[src/rtl/fetch_ctrl.sv]
// Instruction fetch controller: issues one memory request at a time, holds the
// fetched instruction for decode, and predicts the next PC (JAL and backward
// branches taken, everything else falls through).
module fetch_ctrl #(
  parameter int                  PC_SIZE    = 32,
  parameter int                  INSTR_SIZE = 32,
  parameter logic [PC_SIZE-1:0]  RESET_PC   = PC_SIZE'(32'h8000_0000)
) (
  input  logic                  clk,
  input  logic                  rst,
  // instruction memory request
  output logic                  imem_req_valid,
  input  logic                  imem_req_ready,
  output logic [PC_SIZE-1:0]    imem_req_addr,
  // instruction memory response
  input  logic                  imem_rsp_valid,
  input  logic [INSTR_SIZE-1:0] imem_rsp_data,
  // execute-stage override
  input  logic                  redirect_valid,
  input  logic [PC_SIZE-1:0]    redirect_pc,
  // decode interface
  input  logic                  stall,
  output logic                  if_valid,
  output logic [INSTR_SIZE-1:0] if_instr,
  output logic [PC_SIZE-1:0]    if_pc,
  output logic                  if_pred_taken
);

  typedef enum logic [1:0] {S_IDLE, S_REQ, S_WAIT, S_DROP} state_e;

  localparam logic [6:0] OP_JAL    = 7'b1101111;
  localparam logic [6:0] OP_BRANCH = 7'b1100011;

  state_e                  state_q, state_d;
  logic [PC_SIZE-1:0]      pc_q, pc_d;
  logic                    ifv_q, ifv_d;
  logic [INSTR_SIZE-1:0]   instr_q, instr_d;
  logic [PC_SIZE-1:0]      ifpc_q, ifpc_d;
  logic                    pred_q, pred_d;

  logic                    accept;
  logic                    is_jal, is_bwd_br;
  logic [20:0]             jal_imm;
  logic [12:0]             br_imm;
  logic [PC_SIZE-1:0]      jal_off, br_off, next_pc;

  // Static prediction from the instruction arriving on the response bus.
  always_comb begin
    jal_imm   = {imem_rsp_data[31], imem_rsp_data[19:12], imem_rsp_data[20],
                 imem_rsp_data[30:21], 1'b0};
    br_imm    = {imem_rsp_data[31], imem_rsp_data[7], imem_rsp_data[30:25],
                 imem_rsp_data[11:8], 1'b0};
    jal_off   = PC_SIZE'(signed'(jal_imm));
    br_off    = PC_SIZE'(signed'(br_imm));
    is_jal    = (imem_rsp_data[6:0] == OP_JAL);
    is_bwd_br = (imem_rsp_data[6:0] == OP_BRANCH) && imem_rsp_data[31];
    if (is_jal)         next_pc = pc_q + jal_off;
    else if (is_bwd_br) next_pc = pc_q + br_off;
    else                next_pc = pc_q + PC_SIZE'(4);
  end

  // Request is withheld while decode holds an unconsumed instruction, so a
  // new response can never land on top of a stalled one.
  assign imem_req_valid = (state_q == S_REQ) && (!ifv_q || !stall);
  assign imem_req_addr  = pc_q;
  assign accept         = imem_req_valid && imem_req_ready;

  // Next-state, PC and decode-register update.
  always_comb begin
    state_d = state_q;
    pc_d    = pc_q;
    ifv_d   = ifv_q;
    instr_d = instr_q;
    ifpc_d  = ifpc_q;
    pred_d  = pred_q;

    if (ifv_q && !stall) ifv_d = 1'b0;

    unique case (state_q)
      S_IDLE: state_d = S_REQ;
      S_REQ: begin
        if (redirect_valid) begin
          pc_d    = redirect_pc;
          ifv_d   = 1'b0;
          // an accepted request now fetches a stale address: flush its reply
          state_d = accept ? S_DROP : S_REQ;
        end else if (accept) begin
          state_d = S_WAIT;
        end
      end
      S_WAIT: begin
        if (redirect_valid) begin
          pc_d    = redirect_pc;
          ifv_d   = 1'b0;
          state_d = imem_rsp_valid ? S_REQ : S_DROP;
        end else if (imem_rsp_valid) begin
          ifv_d   = 1'b1;
          instr_d = imem_rsp_data;
          ifpc_d  = pc_q;
          pred_d  = is_jal || is_bwd_br;
          pc_d    = next_pc;
          state_d = S_REQ;
        end
      end
      S_DROP: begin
        if (redirect_valid) begin
          pc_d  = redirect_pc;
          ifv_d = 1'b0;
        end
        // the outstanding reply retires here even if a redirect coincides,
        // otherwise DROP would wait for a response that never comes
        if (imem_rsp_valid) state_d = S_REQ;
      end
      default: state_d = S_IDLE;
    endcase
  end

  // State registers with synchronous reset.
  always_ff @(posedge clk) begin
    if (rst) begin
      state_q <= S_IDLE;
      pc_q    <= RESET_PC;
      ifv_q   <= 1'b0;
      instr_q <= '0;
      ifpc_q  <= '0;
      pred_q  <= 1'b0;
    end else begin
      state_q <= state_d;
      pc_q    <= pc_d;
      ifv_q   <= ifv_d;
      instr_q <= instr_d;
      ifpc_q  <= ifpc_d;
      pred_q  <= pred_d;
    end
  end

  assign if_valid      = ifv_q;
  assign if_instr      = instr_q;
  assign if_pc         = ifpc_q;
  assign if_pred_taken = pred_q;

endmodule
[config.mk]
export PLATFORM = sky130hd
export DESIGN_NAME = fetch_ctrl
export DESIGN_NICKNAME = d
export VERILOG_FILES = /design/src/rtl/fetch_ctrl.sv
export SDC_FILE = /design/constraint.sdc
export NUM_CORES = 1
export LEC_CHECK = 0
export ABC_AREA = 1
export CAP_MARGIN = 40
export CORE_AREA = 5 5 156 158
export CTS_CLUSTER_SIZE = 16
export DETAILED_ROUTE_END_ITERATION = 12
export DIE_AREA = 0 0 161 163
export PLACE_DENSITY = 0.73
export SYNTH_ARGS = -nofsm -noshare
export SYNTH_HDL_FRONTEND = slang
export SYNTH_SLANG_ARGS = --single-unit
export TNS_END_PERCENT = 100
[constraint.sdc]
create_clock -name clk -period 2.8 [get_ports clk]
set_clock_uncertainty 0.2 [all_clocks]
set_input_delay 0.42 -clock clk [delete_from_list [all_inputs] [get_ports clk]]
set_output_delay 0.42 -clock clk [all_outputs]
set_load 0.03 [all_outputs]
==> impl_metrics.env <==
export IMPL_status="complete, no violations"
export IMPL_dr_first_iter_drc_count=941
export IMPL_h_tree_depth=3
export IMPL_place_hpwl_um=31900
export IMPL_place_inst=2165
export IMPL_clk_pin_slew_ns=0.08
export IMPL_startpoint_type="input pin"
export IMPL_syn_nets=1651
export IMPL_cp_cell_sequence="clkdlybuf4s50_1, ha_2, nand2_1, nand2_2, a21oi_1, buf_4, o21bai_1, buf_4, nand2_1, nand3_1, nand2_1, nand3_1, nand3_1, nand3_1, nand2_1, a21oi_1"
export IMPL_antenna_found_initial=0
export IMPL_final_max_slew_viol_count=0
export IMPL_clk_latency_ns=0.37
export IMPL_nNetsFinal=2008
export IMPL_rr_startpoint="imem_req_addr[14]"
export IMPL_multiInputGateArea_mm2=0.00629
export IMPL_post_route_min_period_ns=2.68
export IMPL_grt_pass1_wl_um=59800
export IMPL_power_per_cell_area_mw_per_mm2=386
export IMPL_grt_max_degree=55
export IMPL_rsz0062_at_grt="true"
export IMPL_yosysWarnings=0
export IMPL_cp_arrival_ns=2.78
export IMPL_vias=11587
export IMPL_initial_core_util_pct=39.0
export IMPL_ys_seq_area_share_pct=22.3
export IMPL_drc=0
export IMPL_dieArea_mm2=0.0262
export IMPL_period_share_pct=95.6
export IMPL_dieWidth_um=161
export IMPL_vias_per_cell=5.30
export IMPL_slowest_stage="clkdlybuf4s50_1"
export IMPL_seq_area_mm2=0.00200
export IMPL_drtAntennaViolNets=0
export IMPL_startpoint="imem_rsp_data[29]"
export IMPL_drt_wl_total_um=39500
export IMPL_tightest_slew_ns=0.847
export IMPL_n_antenna_cell=0
export IMPL_min_delay_start="imem_rsp_data[21]"
export IMPL_worstSetupPathType="input pin to register"
export IMPL_area_delta_synth_final_pct=46.0
export IMPL_io_buffers=168
export IMPL_cts_buffers=9
export IMPL_ctsHoldBuffers=0
export IMPL_ir_drop_v=0.000275
export IMPL_cp_max_fo=4
export IMPL_post_route_util_pct=57.0
export IMPL_globalplace_congestion=0.977
export IMPL_dr_pass1_iters=7
export IMPL_instances_no_fill=2187
export IMPL_nFillCells=2282
export IMPL_hold_path_class="input pin to register"
export IMPL_grt_usage_pct=28.9
export IMPL_clock_sinks=100
export IMPL_cts_buffer_depth=2
export IMPL_relSlewSlack_pct=43.5
export IMPL_finalHoldViolCount=0
export IMPL_syn_inst=1535
export IMPL_cts_tree="done"
export IMPL_ys_types=52
export IMPL_synth_cell_area_mm2=0.00897
export IMPL_core_area_mm2=0.0230
export IMPL_synth_area_per_cell_um2=5.85
export IMPL_clk_root_buffer_cell="clkbuf_16"
export IMPL_drive_gt1_share_pct=19.3
export IMPL_ys_ff_latch=100
export IMPL_rows=56
export IMPL_crit_required_ns=2.90
export IMPL_p_leak_nw=6.35
export IMPL_end_kind="register"
export IMPL_ios=169
export IMPL_finalSetupViolCount=0
export IMPL_drv_cap=0
export IMPL_slowest_delay_ns=0.46
export IMPL_avgRoutedWirePerCell_um=18.0
export IMPL_grt_remaining_overflow=0
export IMPL_fp_dieH_um=163
export IMPL_fmax_mhz=374
export IMPL_grt_pass1_vias=10878
## layout make-up
cell class / instances / area share [%]
repair buffers: 397 / 26.5
clock buffers: 9 / 1.72
clock inverters: 7 / 0.611
multi-input cells: 1208 / 48.0
well taps: 290 / 2.77
flip-flops and latches: 100 / 15.3
inverters: 176 / 5.04
## layer usage
layer	GRT usage [%]	routed length (µm)	vias up
li1	-	-	5705
met1	36.6	16200	5308
met2	48.2	18100	483
met3	6.00	3370	91
met4	11.7	1820	0
met5	0	0	-
## cell families (layout without fill, tap and decap cells)
logic type	count (synthesis)	after routing	synth area share, %
buf+inv	227	589	10.2
flops	100	100	22.3
fa+ha+maj	46	46	6.58
compound gates	285	285	17.4
simple gates	853	853	41.2
xor+xnor	24	24	2.34
## worst max-delay path, delay by kind of cell
family                     cells  cell delay (ns)
and+or+nand+nor                9             0.79
buffers and inverters          3             0.75
AOI/OAI and AO/OA              3             0.38
adders and majority gates      1             0.43
## synthesized netlist by cell type (all sizes together)
library cell / instances / area share, %
nand2: 428 / 19
nor2: 230 / 10
inv: 175 / 7.3
o21ai: 139 / 7.8
nand3: 123 / 7.3
a21oi: 112 / 6.8
dfxtp: 100 / 22
ha: 44 / 6.1
clkbuf: 36 / 1.8
nor3: 26 / 1.8
nand4: 22 / 1.5
xor2: 18 / 1.8
buf: 14 / 0.91
o21bai: 12 / 1.0
or2: 11 / 0.77
xnor2: 6 / 0.59
and2: 5 / 0.35
nand3b: 5 / 0.42
o22ai: 4 / 0.28
o211ai: 3 / 0.25
a21boi: 2 / 0.17
a21o: 2 / 0.17
a221oi: 2 / 0.20
a31oi: 2 / 0.14
fa: 2 / 0.45
o21a: 2 / 0.17
o31ai: 2 / 0.17
a311oi: 1 / 0.098
and3: 1 / 0.070
clkinv: 1 / 0.042
dlygate4sd1: 1 / 0.098
nor3b: 1 / 0.14
nor4: 1 / 0.070
o221ai: 1 / 0.098
o311ai: 1 / 0.098
## worst paths after layout
path | cells past startpoint | slack, ns | endpoint
worst min-delay path | 3 | 0.16 | if_instr[21]
worst min register to register | 2 | 0.28 | if_valid
worst max-delay path | 16 | 0.12 | imem_req_addr[24]
worst max register to register | 12 | 0.14 | imem_req_addr[26]
## where the power goes
group	switching [mW]	internal, mW
clock network	0.695	0.638
registers	0.0703	1.48
logic	1.24	0.944
total	2.00	3.06
## metrics by stage
step | power, mW | hold slack, ns | area, µm² | worst slack, ns | setup TNS, ns
3_3_place_gp | 3.64 | 0.268 | 12500 | -0.339 | -5.54
5_1_grt | 5.30 | 0.215 | 13100 | -0.0391 | -0.100
3_5_place_dp | 3.65 | 0.283 | 12500 | -0.342 | -5.95
6_report | 5.06 | 0.160 | 13100 | 0.123 | 0
4_1_cts | 4.98 | 0.297 | 12800 | 0.0258 | 0
2_1_floorplan | 2.63 | 0.289 | 8970 | 0.114 | 0
## placed cells by master (no fill, tap or decap), types with 5 or more instances in the layout
cell and n:
nand2_1 403, buf_4 224, nor2_1 211, clkdlybuf4s50_1 164, inv_1 163, o21ai_0 119, nand3_1 113, dfxtp_1 99
a21oi_1 95, ha_1 33, nand4_1 22, nand2_2 21, nor3_1 18, xor2_1 18, o21ai_1 16, a21oi_2 15
inv_2 12, o21bai_1 11, nor2_2 11, clkbuf_16 10, or2_2 9, nor2_4 8, nand3_2 8, nor3_2 7
xnor2_1 6, ha_2 6, nand3b_1 5, ha_4 5
## sequential cells by signal, summed over array words and instances (netlist names)
| register | cells |
|---|---|
| if_pc | 32 |
| imem_req_addr | 32 |
| if_pred_taken | 1 |
| if_valid | 1 |
| if_instr | 32 |
| state_q | 2 |
## timing repair
action	4_1_cts	5_1_grt
buffers inserted	0	5
resized for setup	1	59
endpoints found under the hold margin	0	0
pin swaps	0	6
cloned	0	1
endpoints found under the setup margin	1	20
(Power assumes the default switching activity.)
